==> src/rtl/segment_display_arbiter.sv <==
// segment_display_arbiter: round-robin sharing of one 32-bit display word with a minimum dwell per grant
module segment_display_arbiter #(
  parameter int          NUM_REQ     = 4,
  parameter int unsigned HOLD_CYCLES = 1000
) (
  input  logic                  clk,
  input  logic                  resetn,
  input  logic [NUM_REQ-1:0]    req,
  input  logic [32*NUM_REQ-1:0] req_word,
  output logic [NUM_REQ-1:0]    gnt,
  output logic [NUM_REQ-1:0]    done,
  output logic [31:0]           hex_word,
  output logic                  display_valid,
  output logic                  busy
);
  localparam int IW = (NUM_REQ > 1) ? $clog2(NUM_REQ) : 1;
  typedef enum logic [1:0] {IDLE, SHOW, ARB} state_t;
  state_t        state, nxt;
  logic [IW-1:0] last, win, idx;
  logic [31:0]   cnt, sel_word;
  logic          take, hold_end;
  always_comb begin
    win = last;
    idx = last;
    for (int k = NUM_REQ; k >= 1; k--) begin
      idx = IW'((int'(last) + k) % NUM_REQ);
      if (req[idx]) win = idx;
    end
    sel_word = '0;
    for (int i = 0; i < NUM_REQ; i++)
      if (win == IW'(i)) sel_word = req_word[32*i +: 32];
  end
  always_comb begin
    hold_end = cnt == 32'(HOLD_CYCLES - 1);
    nxt = state;
    case (state)
      IDLE:    nxt = |req ? SHOW : IDLE;
      SHOW:    nxt = hold_end ? ARB : SHOW;
      default: nxt = |req ? SHOW : IDLE;
    endcase
  end
  always_comb begin
    busy = state != IDLE;
    take = state != SHOW && |req;
  end
  always_ff @(posedge clk) begin
    if (!resetn) begin
      state         <= IDLE;
      last          <= IW'(NUM_REQ - 1);
      cnt           <= '0;
      gnt           <= '0;
      done          <= '0;
      hex_word      <= '0;
      display_valid <= 1'b0;
    end else begin
      state <= nxt;
      done  <= '0;
      if (take) begin
        gnt           <= NUM_REQ'(1) << win;
        hex_word      <= sel_word;
        display_valid <= 1'b1;
        last          <= win;
        cnt           <= '0;
      end else if (state == SHOW) begin
        cnt <= cnt + 32'd1;
        if (hold_end) begin
          gnt  <= '0;
          done <= gnt;
        end
      end
    end
  end
endmodule

==> config.mk <==
export PLATFORM = sky130hd
export DESIGN_NAME = segment_display_arbiter
export DESIGN_NICKNAME = d
export VERILOG_FILES = /design/src/rtl/segment_display_arbiter.sv
export SDC_FILE = /design/constraint.sdc
export NUM_CORES = 1
export LEC_CHECK = 0
export ABC_AREA = 1
export BUFFER_PORTS_ARGS = -buffer_cell sky130_fd_sc_hd__buf_4
export CAP_MARGIN = 20
export CORE_MARGIN = 8
export CORE_UTILIZATION = 54
export CTS_CLUSTER_SIZE = 25
export DETAILED_ROUTE_END_ITERATION = 16
export PLACE_DENSITY_LB_ADDON = 0.08
export SYNTH_ARGS = -nofsm -noshare
export SYNTH_HDL_FRONTEND = slang
export SYNTH_SLANG_ARGS = --single-unit
==> constraint.sdc <==
create_clock -name clk -period 3.5 [get_ports clk]
set_clock_uncertainty 0.05 [all_clocks]
set_input_delay 0.35 -clock clk [delete_from_list [all_inputs] [get_ports clk]]
set_output_delay 0.35 -clock clk [all_outputs]
set_load 0.03 [all_outputs]
# After elaboration in Yosys (flattened, before gate mapping)

Index checks and enable logic that the tools add are counted.

Bits in registers: 77
Bits of input ports: 134
Output and inout port bits: 42
Logic and storage cells: 57

Add/subtract/negate cells: 5
Magnitude comparators: 4
Eq/ne operators: 6
Shifts and indexed selects: 1
Mux-type cells: 22
Bitwise gates (word level): 3
Reduce and logical (&&, ||, !) cells: 9

Operators by type and width:

| operator                                                   | count |
|---|---|
| 2-to-1 mux 32 bit                                          | 4 |
| adder 32 x 1 -> 32 bit, second input constant              | 1 |
| equality test 32 x 10 -> 1 bit, second input constant      | 1 |
| less-than comparator 2 x 3 -> 1 bit, second input constant | 4 |
| 2-to-1 mux 2 bit                                           | 6 |
| 2-to-1 mux 4 bit                                           | 3 |
| binary-select mux 1 bit (select 2 bit)                     | 4 |
| OR reduction 4 bit                                         | 2 |
| nonzero test 2 bit                                         | 3 |
| 2-to-1 mux 1 bit                                           | 5 |
| adder 2 x 1 -> 2 bit, second input constant                | 2 |
| adder 2 bit, second input constant                         | 2 |
| equality test 2 x 1 -> 1 bit, second input constant        | 2 |
| equality test 2 bit, second input constant                 | 2 |
| << shifter 1 x 2 -> 4 bit, first input constant            | 1 |
| inverter 1 bit                                             | 3 |
| logical NOT 2 bit                                          | 1 |
| != test 2 x 1 -> 1 bit, second input constant              | 1 |
| AND reduction 2 bit                                        | 1 |
| OR reduction 2 bit                                         | 1 |
| logical AND 1 bit                                          | 1 |

# Logic depth before layout (Yosys ltp)

Depth after elaboration: 12
Gate-level depth with buffers: 17
Gate-level depth less buffers: 15

# Least setup slack after synthesis

Ideal clock, no wire load.

Kind: register to register
Start: register cnt[0]
End: register cnt[30]
Setup time: 132 ps
Arrival: 1603 ps
Required time: 3318 ps
Path slack: 1715 ps
Stages on the path, launching flop included: 11
Buffers on the path: 0
Period minus slack after synthesis: 1785 ps
Cell sequence: dfxtp_1 -> ha_1 -> inv_1 -> nor3_1 -> inv_1 -> nor2_1 -> nand2_1 -> nor2_1 -> nand4_1 -> o21ai_0 -> a21oi_1

Longest elaborated chain between the ends: 1

Ends and longest elaborated chain:

| item                   | RTL line | RTL |
|---|---|---|
| start, declared        | 20       | `logic [31:0] cnt, sel_word;` |
| start signal, assigned | 65       | `cnt <= cnt + 32'd1;` |
| adder 32 x 1 -> 32 bit | 65       |  |

Every way passes these cells.
A chain may end at the register's enable or synchronous reset.

# Final worst setup path

Start: register last[0]
End: register hex_word[21]

Longest elaborated chain between the ends: 12
Elaborated cells on any way between the ends: 24
Classes of those cells: 4 x add/sub; 3 x eq/ne; 16 x mux; 1 x reduce/logical

Ends and longest elaborated chain:

| item                                   | RTL line | RTL |
|---|---|---|
| start, declared                        | 19       | `logic [IW-1:0] last, win, idx;` |
| start signal, assigned                 | 49       | `last <= IW'(NUM_REQ - 1);` |
| start signal, assigned                 | 62       | `last <= win;` |
| adder 2 x 1 -> 2 bit                   | 26       | `idx = IW'((int'(last) + k) % NUM_REQ);` |
| binary-select mux 1 bit (select 2 bit) | 27       | `if (req[idx]) win = idx;` |
| 2-to-1 mux 1 bit (not written as such) | 27       |  |
| 2-to-1 mux 2 bit (3 in a row)          | 27       |  |
| 2-to-1 mux 2 bit *                     | 27       |  |
| logical NOT 2 bit                      | 31       | `if (win == IW'(i)) sel_word = req_word[32*i +: 32];` |
| 2-to-1 mux 32 bit (3 in a row)         | 31       |  |
| 2-to-1 mux 32 bit *                    | 31       |  |
| end signal, assigned                   | 60       | `hex_word <= sel_word;` |
| end, declared                          | 12       | `output logic [31:0] hex_word,` |

Mark *: on every way between the ends. The rest lies on a longest branch, timed or not. The select of a mux whose other input is x is not followed.

==> results.md <==
* Yosys top cell by area: dfxtp_1
* DIE AREA at 0.0119 mm^2
* MaxCap Viol Count at 0
* Port bufs at 175
* Area Overhead vs Synth at 31.1%
* First-pass GRT wire length at 24400 um
* Synth top area cells: dfxtp_1, nand2_1, inv_1, nand3_1, nor2_1
* Critical path arrival at 3020 ps
* Synth async-reset ratio at 0%
* Critical Path Slowest Stage Cell: dfxtp_1
* Total GRT Usage at roughly 25%
* Crit path max-delay family: simple AND/OR/NAND/NOR gates
* Root buf cell: clkbuf_8
* Maximum vdd drop at 0.301 mV
* Sw frac at a little over two fifths
* H-tree levels at 3
* Endpoint with the worst hold slack: hex_word[11]
* Reg2Reg Launch Point: last[0]
* EDFF count, synth at 0
* Cell repeated most along the worst path: nand2_1
* Dpl cell area at 0.00600 mm^2
* Final nets at 1069
* Post-Syn Instances at 778
* Clock Tree Buf Depth at 2
* Std-Cell Rows at 34
* RSZ-0062 raised after global routing: no
* Clk slew on worst S/H paths at 90 ps
* WL/cell at about 14 um
* WHS at 154 ps
* R2r endpoint: hex_word[21]
* Count leader, synth: nand2_1
* Pint at 0.00165 W
* Final critical-path share of the clock period at approximately four fifths
* Congestion Overflow GR at 0
* Main synth FF type: dfxtp_1
* Fin worst setup slack at 724 ps
* Hold_sp: req_word[107]
* PwrDens at 463 mW/mm^2
* I/O Pins at 176
* Worst EP required at 3750 ps
* Final number of setup-violating endpoints at 0
* Die Y at 109 um
* Number of fillers in the final layout at 748
* CTS tree: yes
* Vias in the first global route at 5452
* TNS Setup at 0 ps
* Via-to-Cell Ratio at 5.19
* Status: finished clean
* Hold path depth at 3
* Flop pwr share at 35.7%
* CTS sink count at 77
* Initial drt markers at 287
* Syn Std Cell Area at 0.00470 mm^2
* Initial antenna violation count at 0
* Share of the synthesized area in the top cell type at 32.8%
* Synth unique cells at 34
* Worst Path Max Fanout at 20
* TritonCTS buffer count at 9
* Clk pwr share at 20.7%
* Worst min-delay path class: in -> reg
* DR DRC count at 0
* Routed Antenna Nets at 0
* Worst slack, placed at 786 ps
* Post-layout min period at 2780 ps
* YS warnings at 0
* Hold Buf Count CTS at 0
* Post-CTS sizing at 0
* CP Class: reg -> reg
* Worst slew pin tran at 896 ps
* N_diodes at 0
* Synthesized Nets at 913
* Slew HR at 40.2%
* Gpl congestion at 0.904
* Routed WL at roughly 15000 um
* Starting Density at roughly 55%
* DPL Wire Length at 11700 um
* P_leak at 3.15 nW
* Syn_area_per_cell at just over 6 um^2
* Share of cells above drive strength 1 at 22.7%
* Combinational share of power at a little over two fifths
* Post-CTS setup buffer count at 0
* Fmax at approximately 0.36 GHz
* R2R Setup Slk at approximately 720 ps
* Via count at ~5400
* CP max stage delay at 570 ps
* Final hold vios at 0
* Ordered list of cells on the worst path: xor2_1 -> nand2b_1 -> nand3_1 -> nand2_2 -> nand2_2 -> nor2_2 -> nand2_1 -> nand2_1 -> inv_1 -> nand2_1
* Buf/Inv on CP at 1
* Final instance area at 0.00617 mm^2
* Reg2Reg Depth at 10
* Worst-Skew Late Latency at 350 ps
* Die width at 109 um
* Multi-input gate area at 0.00249 mm^2
* Register area at 0.00154 mm^2
* Largest net degree at the start of global routing at 60
* CP Capture Type: flop
* Synth top cells by count: nand2_1, inv_1, nand3_1, dfxtp_1, nor2_1
* Seq/Total Area, Yosys at 32.8%
* Startpoint types: flop
* Switch Pwr at ~0.0012 W
* Max-slew violations at 0
* Yosys reg bits at 77
* Pre-antenna DRT Iters at 5
* Core area at 0.00859 mm^2
through the flow:
stage / instances / total power (W) / util (%)
CTS: 1046 / 0.00286 / 71.8
global placement: 1031 / 0.00225 / 69.8
finish: 1046 / 0.00286 / 71.8
global route: 1046 / 0.00304 / 71.8
detailed placement: 1031 / 0.00228 / 69.8
floorplan: 778 / 0.00191 / -
final cells by class:
cell class	instances	share of cell area, %
multi-input cells	538	40.4
flip-flops and latches	77	25.0
inverters	127	7.73
clock inverters	6	0.670
repair buffers	181	22.0
well taps	108	2.19
clock buffers	9	2.01
layout by cell type (no fill, tap or decap), types with 11 or more instances in the layout:
cell / instances
a21oi_1: 37
buf_4: 181
dfxtp_1: 77
inv_1: 124
nand2_1: 215
nand3_1: 87
nand4_1: 14
nor2_1: 68
nor3_1: 14
o21ai_0: 48
xor2_1: 11
metal layers:
layer,share of wire [%],up-vias,GRT usage (%)
met4,3.6,0,11.0
li1,-,2755,-
met2,49,187,43.1
met1,40,2443,28.4
met5,0,-,0
met3,7.0,43,7.39
flip-flops by register name, indices dropped and copies added, names as in the netlist:
| name | cells |
|---|---|
| done | 4 |
| gnt | 4 |
| display_valid | 1 |
| hex_word | 32 |
| last | 2 |
| cnt | 32 |
| state | 2 |
how the worst max path moves through the flow:
| stage | from | endpoint | slack (ps) | cells after the start |
|---|---|---|---|---|
| after global routing | last[0] | hex_word[21] | 450 | 10 |
| after CTS | last[0] | hex_word[21] | 760 | 10 |
| after global placement | last[0] | hex_word[27] | 950 | 10 |
| final | last[0] | hex_word[21] | 720 | 10 |
| after floorplan | cnt[0] | cnt[30] | 1720 | 10 |
| after detailed placement | last[0] | hex_word[21] | 790 | 10 |
power by group through the flow:
stage	Sequential, W	Combinational [W]	Clock, W
6_report	0.00102	0.00124	0.000592
5_1_grt	0.00103	0.00139	0.000622
4_1_cts	0.00102	0.00125	0.000595
3_5_place_dp	0.00103	0.00125	0
3_3_place_gp	0.00104	0.00122	0
2_1_floorplan	0.00118	0.000728	0
worst register-to-register path, delay by kind of cell (launching register included):
kind / cells / cell delay [ps]
xor+xnor: 1 / 280
buf+inv: 1 / 40
simple gates: 8 / 1780
flops: 1 / 570
cells by family after synthesis:
logic type      synth area share, %
compound gates                 11.1
xor+xnor                       2.42
fa+ha+maj                     0.266
buf+inv                        14.3
flops                          32.8
simple gates                   39.1
Power figures use the tool's default switching activity.
